===== src/rtl/min_uint32_stream_reduce.sv =====
// min_uint32_stream_reduce: streaming unsigned min reduction; MIN_REDUCE_IDX_EN adds first-minimum index tracking.
module min_uint32_stream_reduce #(
    parameter int WIDTH = 32,
    parameter int LEN_W = 16
) (
    input  logic             clk,
    input  logic             rst_n,
    input  logic             start,
    input  logic [LEN_W-1:0] len,
    input  logic             in_valid,
    output logic             in_ready,
    input  logic [WIDTH-1:0] in_data,
    output logic             out_valid,
    input  logic             out_ready,
    output logic [WIDTH-1:0] out_min,
    output logic [LEN_W-1:0] out_idx,
    output logic             out_empty,
    output logic             busy
);
    typedef enum logic [1:0] {IDLE, ACCUM, DONE} state_t;
    state_t state, state_nx;
    logic [WIDTH-1:0] acc;
    logic [LEN_W-1:0] count, len_r;
    logic empty_r, xfer, last, launch;
    always_comb begin
        in_ready  = state == ACCUM;
        out_valid = state == DONE;
        busy      = state != IDLE;
        out_empty = empty_r;
        out_min   = acc;
        xfer      = in_valid && in_ready;
        last      = count == len_r - 1'b1;
        launch    = state == IDLE && start;
        state_nx  = state == IDLE  ? (start ? (len == '0 ? DONE : ACCUM) : IDLE) :
                    state == ACCUM ? (xfer && last ? DONE : ACCUM) :
                    (out_ready ? IDLE : DONE);
    end
    always_ff @(posedge clk)
        if (!rst_n) state <= IDLE;
        else state <= state_nx;
    always_ff @(posedge clk) begin
        if (!rst_n) begin
            acc     <= '1;
            count   <= '0;
            len_r   <= '0;
            empty_r <= 1'b0;
        end else if (launch) begin
            acc     <= '1;
            count   <= '0;
            len_r   <= len;
            empty_r <= len == '0;
        end else if (xfer) begin
            if (acc > in_data) acc <= in_data;
            count <= count + 1'b1;
        end else if (out_valid && out_ready) begin
            empty_r <= 1'b0;
        end
    end
`ifdef MIN_REDUCE_IDX_EN
    logic [LEN_W-1:0] idx;
    // strict greater-than keeps the earliest of equal minima
    always_ff @(posedge clk)
        if (!rst_n || launch) idx <= '0;
        else if (xfer && acc > in_data) idx <= count;
    assign out_idx = idx;
`else
    assign out_idx = '0;
`endif
endmodule


===== config.mk =====
export PLATFORM = sky130hd
export DESIGN_NAME = min_uint32_stream_reduce
export DESIGN_NICKNAME = d
export VERILOG_FILES = /design/src/rtl/min_uint32_stream_reduce.sv
export SDC_FILE = /design/constraint.sdc
export NUM_CORES = 1
export LEC_CHECK = 0
export BUFFER_PORTS_ARGS = -buffer_cell sky130_fd_sc_hd__buf_2
export CORE_ASPECT_RATIO = 0.6
export CORE_UTILIZATION = 54
export CTS_BUF_LIST = sky130_fd_sc_hd__clkbuf_16
export DETAILED_ROUTE_END_ITERATION = 10
export HOLD_SLACK_MARGIN = 0.03
export PLACE_DENSITY = 0.81
export REMOVE_ABC_BUFFERS = 1
export SYNTH_ARGS = -nofsm -noshare
export SYNTH_HDL_FRONTEND = slang
export SYNTH_SLANG_ARGS = --single-unit

===== constraint.sdc =====
create_clock -name clk -period 2.4 [get_ports clk]
set_clock_uncertainty 0.05 [all_clocks]
set_input_delay 0.24 -clock clk [delete_from_list [all_inputs] [get_ports clk]]
set_output_delay 0.24 -clock clk [all_outputs]
set_load 0.01 [all_outputs]

## Word-level counts from Yosys, hierarchy flattened

Index checks and enable logic that the tools add are counted.

| cells by class | value |
|---|---|
| add/sub/neg operators | 2 |
| magnitude comparators | 1 |
| equal/unequal tests | 4 |
| multiplexer cells | 9 |
| bitwise logic cells | 1 |
| reductions and logical operators | 11 |

Operator list:

| kind | count |
|---|---|
| > comparator 32 bit | 1 |
| adder 16 x 1 -> 16 bit, second input constant | 1 |
| equality test 16 bit | 1 |
| zero test 16 bit | 1 |
| subtractor 16 x 1 -> 16 bit, second input constant | 1 |
| two-way mux 2 bit | 6 |
| logical AND 1 bit | 4 |
| AND reduction 2 bit | 2 |
| nonzero test 2 bit | 2 |
| two-way mux 1 bit | 3 |
| equality test 2 x 1 -> 1 bit, second input constant | 1 |
| equality test 2 bit, second input constant | 1 |
| zero test 2 bit | 1 |
| != test 2 x 1 -> 1 bit, second input constant | 1 |
| OR reduction 2 bit | 1 |
| inverter 1 bit | 1 |

| word-level totals | value |
|---|---|
| register bits | 67 |
| bits of input ports | 53 |
| output and inout bits | 52 |
| word-level logic and storage cells | 33 |

## Longest topological paths before layout

Gate-level depths: netlist (run 1).

| depth | value |
|---|---|
| word-level depth | 6 |
| depth in mapped cells | 9 |

## Worst setup path after synthesis (run 1)

No wires, ideal clock.

| path | value |
|---|---|
| path type | flip-flop to flip-flop |
| start point | register acc[14] (netlist: out_min[14]) |
| end point | register acc[0] (netlist: out_min[0]) |
| setup time | 141 ps |
| data arrival time | 1908 ps |
| data required time | 2209 ps |
| path slack | 302 ps |
| cell stages (with the launch flop) | 9 |
| buffers on the path | 1 |
| period minus slack after synthesis | 2098 ps |
| path through | dfxtp_1 ha_1 nand4_1 nor4_1 a21o_1 a31oi_1 clkbuf_1 o21ai_1 nand4_1 |

| between the ends | value |
|---|---|
| longest elaborated chain between the ends | 2 |

Ends and longest elaborated chain:

| what | line | text |
|---|---|---|
| from (decl) | 22 | `logic [WIDTH-1:0] acc;` |
| from (signal assigned) | 53 | `if (acc > in_data) acc <= in_data;` |
| > comparator 32 bit | 53 |  |
| AND reduction 2 bit (no source line) | -- |  |

No other way between the ends.
A chain may end at the register's enable or synchronous reset.

## Final worst setup path (run 1)

| path | value |
|---|---|
| start point | register acc[11] (netlist: out_min[11]) |
| end point | register acc[3] (netlist: out_min[3]) |

Same word-level chain as after synthesis.

==> results.cfg, run 1 <==
[critical_path]
critPathMaxFanout = 8
start_kind = register
worst-endpoint-required_ns = 2.53
crit_type = register to register
cpMaxStageDelayCell = dfxtp_1
crit_family = compound AO/OA/AOI/OAI gates
endpoint_kind = register
worst-path-buf-inv = 3
crit_chain = ha_4, nand4_1, buf_4, nor2_1, a221o_1, o31a_1, buf_12, buf_12, o21ai_2, nand4_1
critPathArrivalTime_ns = 2.57
cpPeakStageDelay_ns = 0.42

[die]
std_cell_rows = 24
die_h_um = 70.05
die-area_um2 = 8085
initial_core_util_pct = 56.65
coreArea_um2 = 7357
fp.dieW_um = 115.4
io_pins = 105

[pwr]
p_int_w = 0.002074
power.share.sequential_pct = 40.7
clkPwrFrac_pct = 40.0
swShare_pct = 29.47
ir_worst_vdd_mv = 0.3637
p_sw_w = 0.0008668
p_per_area_nw_per_um2 = 551.3
leakagePower_nw = 2.339
comb_power_share_pct = 19.3
p_total_w = 0.002941

[grt]
grtUsageMet2_pct = 42.85
grt.overflow.total = 0
grt_pass1_wl_um = 19000
met1_usage_pct = 44.48
top_usage_layer = met1
grt_max_degree = 33
grt_pass1_vias = 3899
grt.total_usage_pct = 30.08
antenna_found_initial = 0
met3_usage_pct = 5.816

[synthesis]
yosysSeqAreaShare_pct = 32.18
synth_most_common_cell = dfxtp_1
ys_warn_count = 0
synth.ff_latch_count = 67
syn_area_um2 = 4168
synth-edff-count = 0
netlist_instances = 529
async_flop_share_pct = 0
yosys-top-cells-area = dfxtp_1 (32%), ha_1 (10%), nand4_1 (7.2%), nand3_1 (4.7%), nand2_1 (4.7%)
ys.flop_type = dfxtp_1
ys_types = 54
netlist.area_leader.share_pct = 32.18
yosys.area.top_type = dfxtp_1
synth_common_cells = dfxtp_1 (67), nand2_1 (52), nand4_1 (48)
avgSynthCellArea_um2 = 7.879

[place]
routabilityCongestion = 0.8533
port_buffers = 88
dp_hpwl_um = 8588

[clock_network]
clk_pin_slew_worst_paths_ns = 0.06
insertion_delay_ns = 0.33
cts_tree = done
cts_buffers = 9
cts.sinks = 67
root_buffer = clkbuf_16
postCtsHoldBufs = 0
ctsHtreeMaxLevel = 3
cts_buffer_depth = 2

[drt]
drc = 0
dr_total_vias = 4514
via_per_inst = 6.125
antenna_left = 0
drtPass1Iterations = 5
wirelength_um = 12680
routedWlPerCell_um = 17.21
drt_iter0_drc = 402

[status]
violations = negative setup slack
status = finished, violations left

[timing]
layout_setup_ws_ns = -0.04495
worst_pin_slew_ns = 0.5837
fmax_mhz = 409.0
min_period_ns = 2.445
setup_viol = 20
slew-limit-headroom_pct = 60.99
final_hold_viol_count = 0
post-route-period-util_pct = 101.9
maxSlewViolCount = 0

[run]
drv_cap = 0

[min_path]
hp-class = primary input to register

[final_layout]
diodes = 0
final_nets = 715
utilization_pct = 72.52
area_growth_syn_to_layout_pct = 28.01
final_layout_size_suffix_gt1_share_pct = 26.38
==> power groups by stage <==
stage	logic, W	clock network (W)	registers, W
floorplan	0.000302	0	0.00121
global placement	0.000495	0	0.00121
detailed placement	0.000515	0	0.00122
CTS	0.000522	0.00118	0.00119
global route	0.000620	0.00123	0.00120
finish	0.000568	0.00118	0.00120
==> layer usage <==
metal | routed length, µm | vias to the layer above | part of all wire (%)
li1 | - | 2066 | -
met1 | 5655 | 2096 | 45
met2 | 5430 | 317 | 43
met3 | 1342 | 35 | 11
met4 | 255 | 0 | 2.0
met5 | 0 | - | 0
==> cell usage in the layout, fill, tap and decap left out, drive strengths merged, types with 9 or more instances in the layout <==
master	Yosys	final
nor4	9	9
conb	1	16
o21ai	46	46
nor2	26	26
nand4	48	48
xor2	16	16
ha	34	34
a21oi	17	17
xnor2	12	12
a21boi	18	18
buf	24	116
nand3	39	39
inv	39	39
clkbuf	21	11
nand2	52	52
dfxtp	67	67
==> registers in the layout, indices dropped and copies added (netlist names) <==
name,count
out_empty,1
count,16
state,2
len_r,16
out_min,32
==> worst min-delay path, cell delays in order <==
cell     delay, ns
buf_2         0.10
o21ai_2       0.05
nand4_1       0.07
==> kinds of logic after synthesis <==
family / synth area share, %
compound gates: 16.48
xor+xnor: 5.884
fa+ha+maj: 10.21
buf+inv: 9.247
flops: 32.18
mux: 0.2402
other cells: 0.08998
simple gates: 25.67
==> through the flow <==
step           instances  cell area (µm²)  TNS [ns]  hold slack [ns]  worst slack, ns
2_1_floorplan        499             3985    -11.45           0.2639          -0.3579
3_3_place_gp         711             4780         0           0.4177           0.1754
3_5_place_dp         711             4780         0           0.4295          0.05993
4_1_cts              727             5045         0          0.09201          0.08284
5_1_grt              737             5335    -1.324           0.1106         -0.08929
6_report             737             5335   -0.3519           0.1062         -0.04495
==> worst paths after layout <==
path / from / to / slack [ns] / depth (start not counted)
setup / recovery: out_min[11]$_SDFFE_PP1P_ / out_min[3]$_SDFFE_PP1P_ / -0.04 / 10
setup reg to reg: out_min[11]$_SDFFE_PP1P_ / out_min[3]$_SDFFE_PP1P_ / -0.04 / 10
hold reg to reg: len_r[15]$_SDFFE_PN0P_ / len_r[15]$_SDFFE_PN0P_ / 0.43 / 2
hold / removal: in_data[18] / out_min[18]$_SDFFE_PP1P_ / 0.11 / 3
==> layout make-up <==
cell class | instances | area, µm²
Clock buffer | 9 | 225.2
Clock inverter | 7 | 35.03
Fill cell | 535 | 2022
Inverter | 39 | 146.4
Multi-Input combinational cell | 393 | 2680
Sequential cell | 67 | 1351
Tap cell | 104 | 130.1
Timing Repair Buffer | 118 | 767.0
==> timing repair <==
item	4_1_cts	5_1_grt
setup buffers	0	7
endpoints found under the hold margin	0	0
pin swaps	0	10
resized for setup	1	27
gates cloned	0	3
endpoints found under the setup margin	1	32
Power figures use the tool's default switching activity.
==> run 2, diff against run 1 <==
Settings changed: ABC_AREA set to 1, PLACE_DENSITY 0.81 to 0.8.
==> results.cfg, run 2 <==
[drt]
wirelength_um = 11340
dr_total_vias = 4554
drt_iter0_drc = 432
antenna_left = 0
drtPass1Iterations = 5
drc = 0
routedWlPerCell_um = 13.40
via_per_inst = 5.383

[timing]
setup_viol = 0
rsz0062_at_grt = false
fin_hold_ws_ns = 0.09693
final_hold_viol_count = 0
fmax_mhz = 477.3
fin_tns_setup_ns = 0
maxSlewViolCount = 0
min_period_ns = 2.095
post-route-period-util_pct = 87.30

[min_path]
hp-class = primary input to register

[die]
fp.dieW_um = 118.5
std_cell_rows = 25
coreArea_um2 = 7883
die_h_um = 71.93
io_pins = 105
die-area_um2 = 8526
initial_core_util_pct = 55.83

[final_layout]
final_cell_mix = nand2_1 (147), nand3_1 (88), buf_2 (88)
final_nets = 820
final_layout_size_suffix_gt1_share_pct = 17.62
layout_commonest_cell = nand2_1
final_cells = 846
area_growth_syn_to_layout_pct = 17.17
seqCellArea_um2 = 1341
fill_cells = 715
diodes = 0
fin_area_um2 = 5156
multiInputGateArea_um2 = 2619
largest_reg_flops = 32

[clock_network]
insertion_delay_ns = 0.34
ctsHtreeMaxLevel = 3
postCtsHoldBufs = 0
root_buffer = clkbuf_16
clk_pin_slew_worst_paths_ns = 0.05
cts_tree = done
cts_buffer_depth = 2
cts.sinks = 67
cts_resized = 0
post-cts-setup-buffers = 0
cts_buffers = 9

[status]
status = completed

[critical_path]
critPathArrivalTime_ns = 2.31
crit_type = register to register
endpoint_kind = register
worst-endpoint-required_ns = 2.61
critPathMaxFanout = 6
start_kind = register

[grt]
antenna_found_initial = 0
grt_pass1_wl_um = 18310
grt.overflow.total = 0
met3_usage_pct = 7.154
met1_usage_pct = 37.22
grt_pass1_vias = 4002
grtUsageMet2_pct = 41.91
top_usage_layer = met2
grt_max_degree = 33
grt.total_usage_pct = 27.46

[pwr]
p_total_w = 0.003025
clkPwrFrac_pct = 38.4
p_per_area_nw_per_um2 = 586.6
leakagePower_nw = 2.638
ir_worst_vdd_mv = 0.3848
p_sw_w = 0.0009488
p_int_w = 0.002076
comb_power_share_pct = 21.8
power.share.sequential_pct = 39.8
swShare_pct = 31.37

[place]
port_buffers = 88
dp.cells = 830
dp_hpwl_um = 8542
routabilityCongestion = 0.8947
place_area_um2 = 4901

[synthesis]
ys.flop_type = dfxtp_1
netlist.area_leader.share_pct = 30.48
netlist_instances = 647
avgSynthCellArea_um2 = 6.801
async_flop_share_pct = 0
yosysSeqAreaShare_pct = 30.48
yosys-top-cells-area = dfxtp_1 (30%), nand2_1 (13%), nand3_1 (10%), ha_1 (9.7%), inv_1 (6.4%)
ys_types = 35
ys_warn_count = 0
syn_area_um2 = 4400
yosys.area.top_type = dfxtp_1
synth_common_cells = nand2_1 (147), nand3_1 (88), inv_1 (75)
synth.ff_latch_count = 67
synth_most_common_cell = nand2_1
synth-edff-count = 0

[run]
drv_cap = 0
==> run 2: cell count changes in the layout (fill, tap and decap cells not counted), sizes merged, moves of 21 or more <==
cell,change
nand2,+98
nand3,+51
inv,+45
nand4,-41
a21oi,+31
nor2,+28
buf,-21
==> run 2: final timing paths <==
path / startpoint / end / slack, ns / cells after the start
setup / recovery: len_r[0]$_SDFFE_PN0P_ / state[1]$_SDFF_PN0_ / 0.30 / 11
hold / removal: len[12] / len_r[12]$_SDFFE_PN0P_ / 0.1 / 3
setup reg to reg: len_r[0]$_SDFFE_PN0P_ / state[1]$_SDFF_PN0_ / 0.30 / 11
hold reg to reg: out_min[30]$_SDFFE_PP1P_ / out_min[30]$_SDFFE_PP1P_ / 0.43 / 2
==> run 2: cells by family (layout without fill, tap and decap cells) <==
logic type / count (synthesis) / count (layout) / share of synthesized area, %
and+or+nand+nor: 324 / 324 / 34.03
AOI/OAI and AO/OA: 84 / 84 / 9.923
adders and majority gates: 34 / 34 / 9.667
DFF: 67 / 67 / 30.48
other: 1 / 16 / 0.08522
xor gates and xnor gates: 22 / 22 / 4.379
buffers and inverters: 115 / 191 / 11.43
==> run 2: power by group through the flow <==
stage	sequential, W	clock [W]	combinational [W]
after floorplan	0.00123	0	0.000424
after global placement	0.00123	0	0.000614
after detailed placement	0.00123	0	0.000641
after CTS	0.00120	0.00117	0.000649
after global routing	0.00121	0.00123	0.000741
final	0.00120	0.00116	0.000658
==> run 2: layout make-up <==
cell class,instances,share of cell area [%]
multi-input cells,480,50.79
flip-flops and latches,67,26.01
repair buffers,95,9.803
inverters,80,5.824
clock buffers,9,4.368
well taps,108,2.621
clock inverters,7,0.5824
==> run 2: through the flow <==
stage	util, %	worst slack (ns)
3_3_place_gp	62.17	0.4477
6_report	65.41	0.3049
2_1_floorplan	-	-1.242
4_1_cts	65.41	0.3401
3_5_place_dp	62.17	0.3405
5_1_grt	65.41	0.05886
==> run 2: routing by layer <==
layer  wire [µm]  up-vias
met1        5328     2093
li1            -     2255
met4         248        0
met2        4919      181
met5           0        -
met3         839       25
==> run 2: worst max-delay path, cell delays in order (launching register included) <==
cell     delay [ns]
dfxtp_1        0.32
inv_1          0.11
ha_1           0.33
nand2_1        0.13
nor2_1         0.25
nand3_1        0.15
nand3_1        0.13
and2_1         0.13
nand2_1        0.06
nor2_1         0.08
nand3_1        0.08
a21oi_1        0.17
==> run 3, diff against run 2 <==
Settings changed: PLACE_DENSITY 0.8 to 0.89.
==> results.cfg, run 3 (synthesis gave the netlist of run 2 again) <==
[status]
status = finished, violations left
violations = design-rule violations

[final_layout]
final_layout_size_suffix_gt1_share_pct = 17.69
area_growth_syn_to_layout_pct = 17.54
final_cell_mix = nand2_1 (147), nand3_1 (88), buf_2 (88)
fill_cells = 707
largest_reg_flops = 32
final_nets = 819
diodes = 0
layout_commonest_cell = nand2_1

[drt]
drc = 2
dr_total_vias = 4570
drtPass1Iterations = 8
drt_iter0_drc = 387
routedWlPerCell_um = 13.94
wirelength_um = 11750
antenna_left = 0
via_per_inst = 5.421

[grt]
grt.total_usage_pct = 28.30
grt_pass1_vias = 4058
grt.overflow.total = 0
grt_max_degree = 33
grt_pass1_wl_um = 19250
antenna_found_initial = 0

[clock_network]
ctsHtreeMaxLevel = 3
clk_pin_slew_worst_paths_ns = 0.05
cts_resized = 0
cts_buffers = 9
postCtsHoldBufs = 0
cts_tree = done
cts.sinks = 67
post-cts-setup-buffers = 0
cts_buffer_depth = 2
insertion_delay_ns = 0.34
root_buffer = clkbuf_16

[place]
routabilityCongestion = 0.9156
dp_hpwl_um = 8836
port_buffers = 88
pre_cts_slack_ns = 0.2201

[timing]
maxSlewViolCount = 0
fmax_mhz = 456.2
final_hold_viol_count = 0
slew-limit-headroom_pct = 62.57
layout_setup_ws_ns = 0.2079
setup_viol = 0
min_period_ns = 2.192
post-route-period-util_pct = 91.34
fin_hold_ws_ns = 0.1006
worst_pin_slew_ns = 0.5563
rsz0062_at_grt = false

[die]
die-area_um2 = 8526
coreArea_um2 = 7883
fp.dieW_um = 118.5
die_h_um = 71.93
io_pins = 105
std_cell_rows = 25
initial_core_util_pct = 55.83

[critical_path]
endpoint_kind = register
critPathArrivalTime_ns = 2.36
start_kind = register
worst-endpoint-required_ns = 2.56
crit_type = register to register
critPathMaxFanout = 32

[run]
drv_cap = 0

[pwr]
leakagePower_nw = 2.631
p_total_w = 0.003137
p_per_area_nw_per_um2 = 606.4
ir_worst_vdd_mv = 0.3966

[min_path]
hp-class = primary input to register
==> run 3: changes by cell type in the layout (fill, tap and decap cells not counted), sizes merged <==
cell | before | now
buf | 95 | 94
bufinv | 0 | 1
inv | 84 | 81
==> run 3: cell type report <==
cell class | instances | area [µm²] | share of cell area [%]
clock buffer | 9 | 225.2 | 4.354
multi-input combinational | 480 | 2621 | 50.68
clock inverter | 5 | 47.55 | 0.9192
tap | 108 | 135.1 | 2.612
sequential | 67 | 1341 | 25.93
timing repair buffer | 94 | 501.7 | 9.700
inverter | 80 | 300.3 | 5.806
==> run 3: critical path: stages (launching register included) <==
cell	delay, ns
dfxtp_1	0.33
ha_1	0.33
nand4_1	0.15
nor4_1	0.51
a31oi_2	0.18
buf_4	0.29
nand3_1	0.13
nand3_1	0.08
==> run 3: final timing paths <==
path | from | end | slack [ns] | cells past startpoint
min | len[12] | len_r[12]$_SDFFE_PN0P_ | 0.10 | 3
max | out_min[11]$_SDFFE_PP1P_ | out_min[13]$_SDFFE_PP1P_ | 0.21 | 7
min reg2reg | out_empty$_SDFFE_PN0P_ | out_empty$_SDFFE_PN0P_ | 0.43 | 2
max reg2reg | out_min[11]$_SDFFE_PP1P_ | out_min[13]$_SDFFE_PP1P_ | 0.21 | 7
==> run 3: where the power goes <==
group	total (W)	switching (W)	internal (W)
clock	0.00126	0.000482	0.000781
combinational	0.000669	0.000429	0.000241
sequential	0.00120	0.0000467	0.00116
total	0.00314	0.000957	0.00218
==> run 3: through the flow <==
stage	utilization, %	std cells	instance area (µm²)	TNS, ns
floorplan	-	627	4254	-39.76
global placement	62.08	829	4893	0
detailed placement	62.08	829	4893	0
CTS	65.54	843	5166	0
global route	65.62	843	5172	0
finish	65.62	843	5172	0
==> run 3: per-layer routing <==
metal / global-route usage (%) / part of all wire, %
met5: 0 / 0
met1: 39.67 / 47
met4: 5.907 / 0.91
met2: 44.83 / 44
met3: 6.525 / 7.8
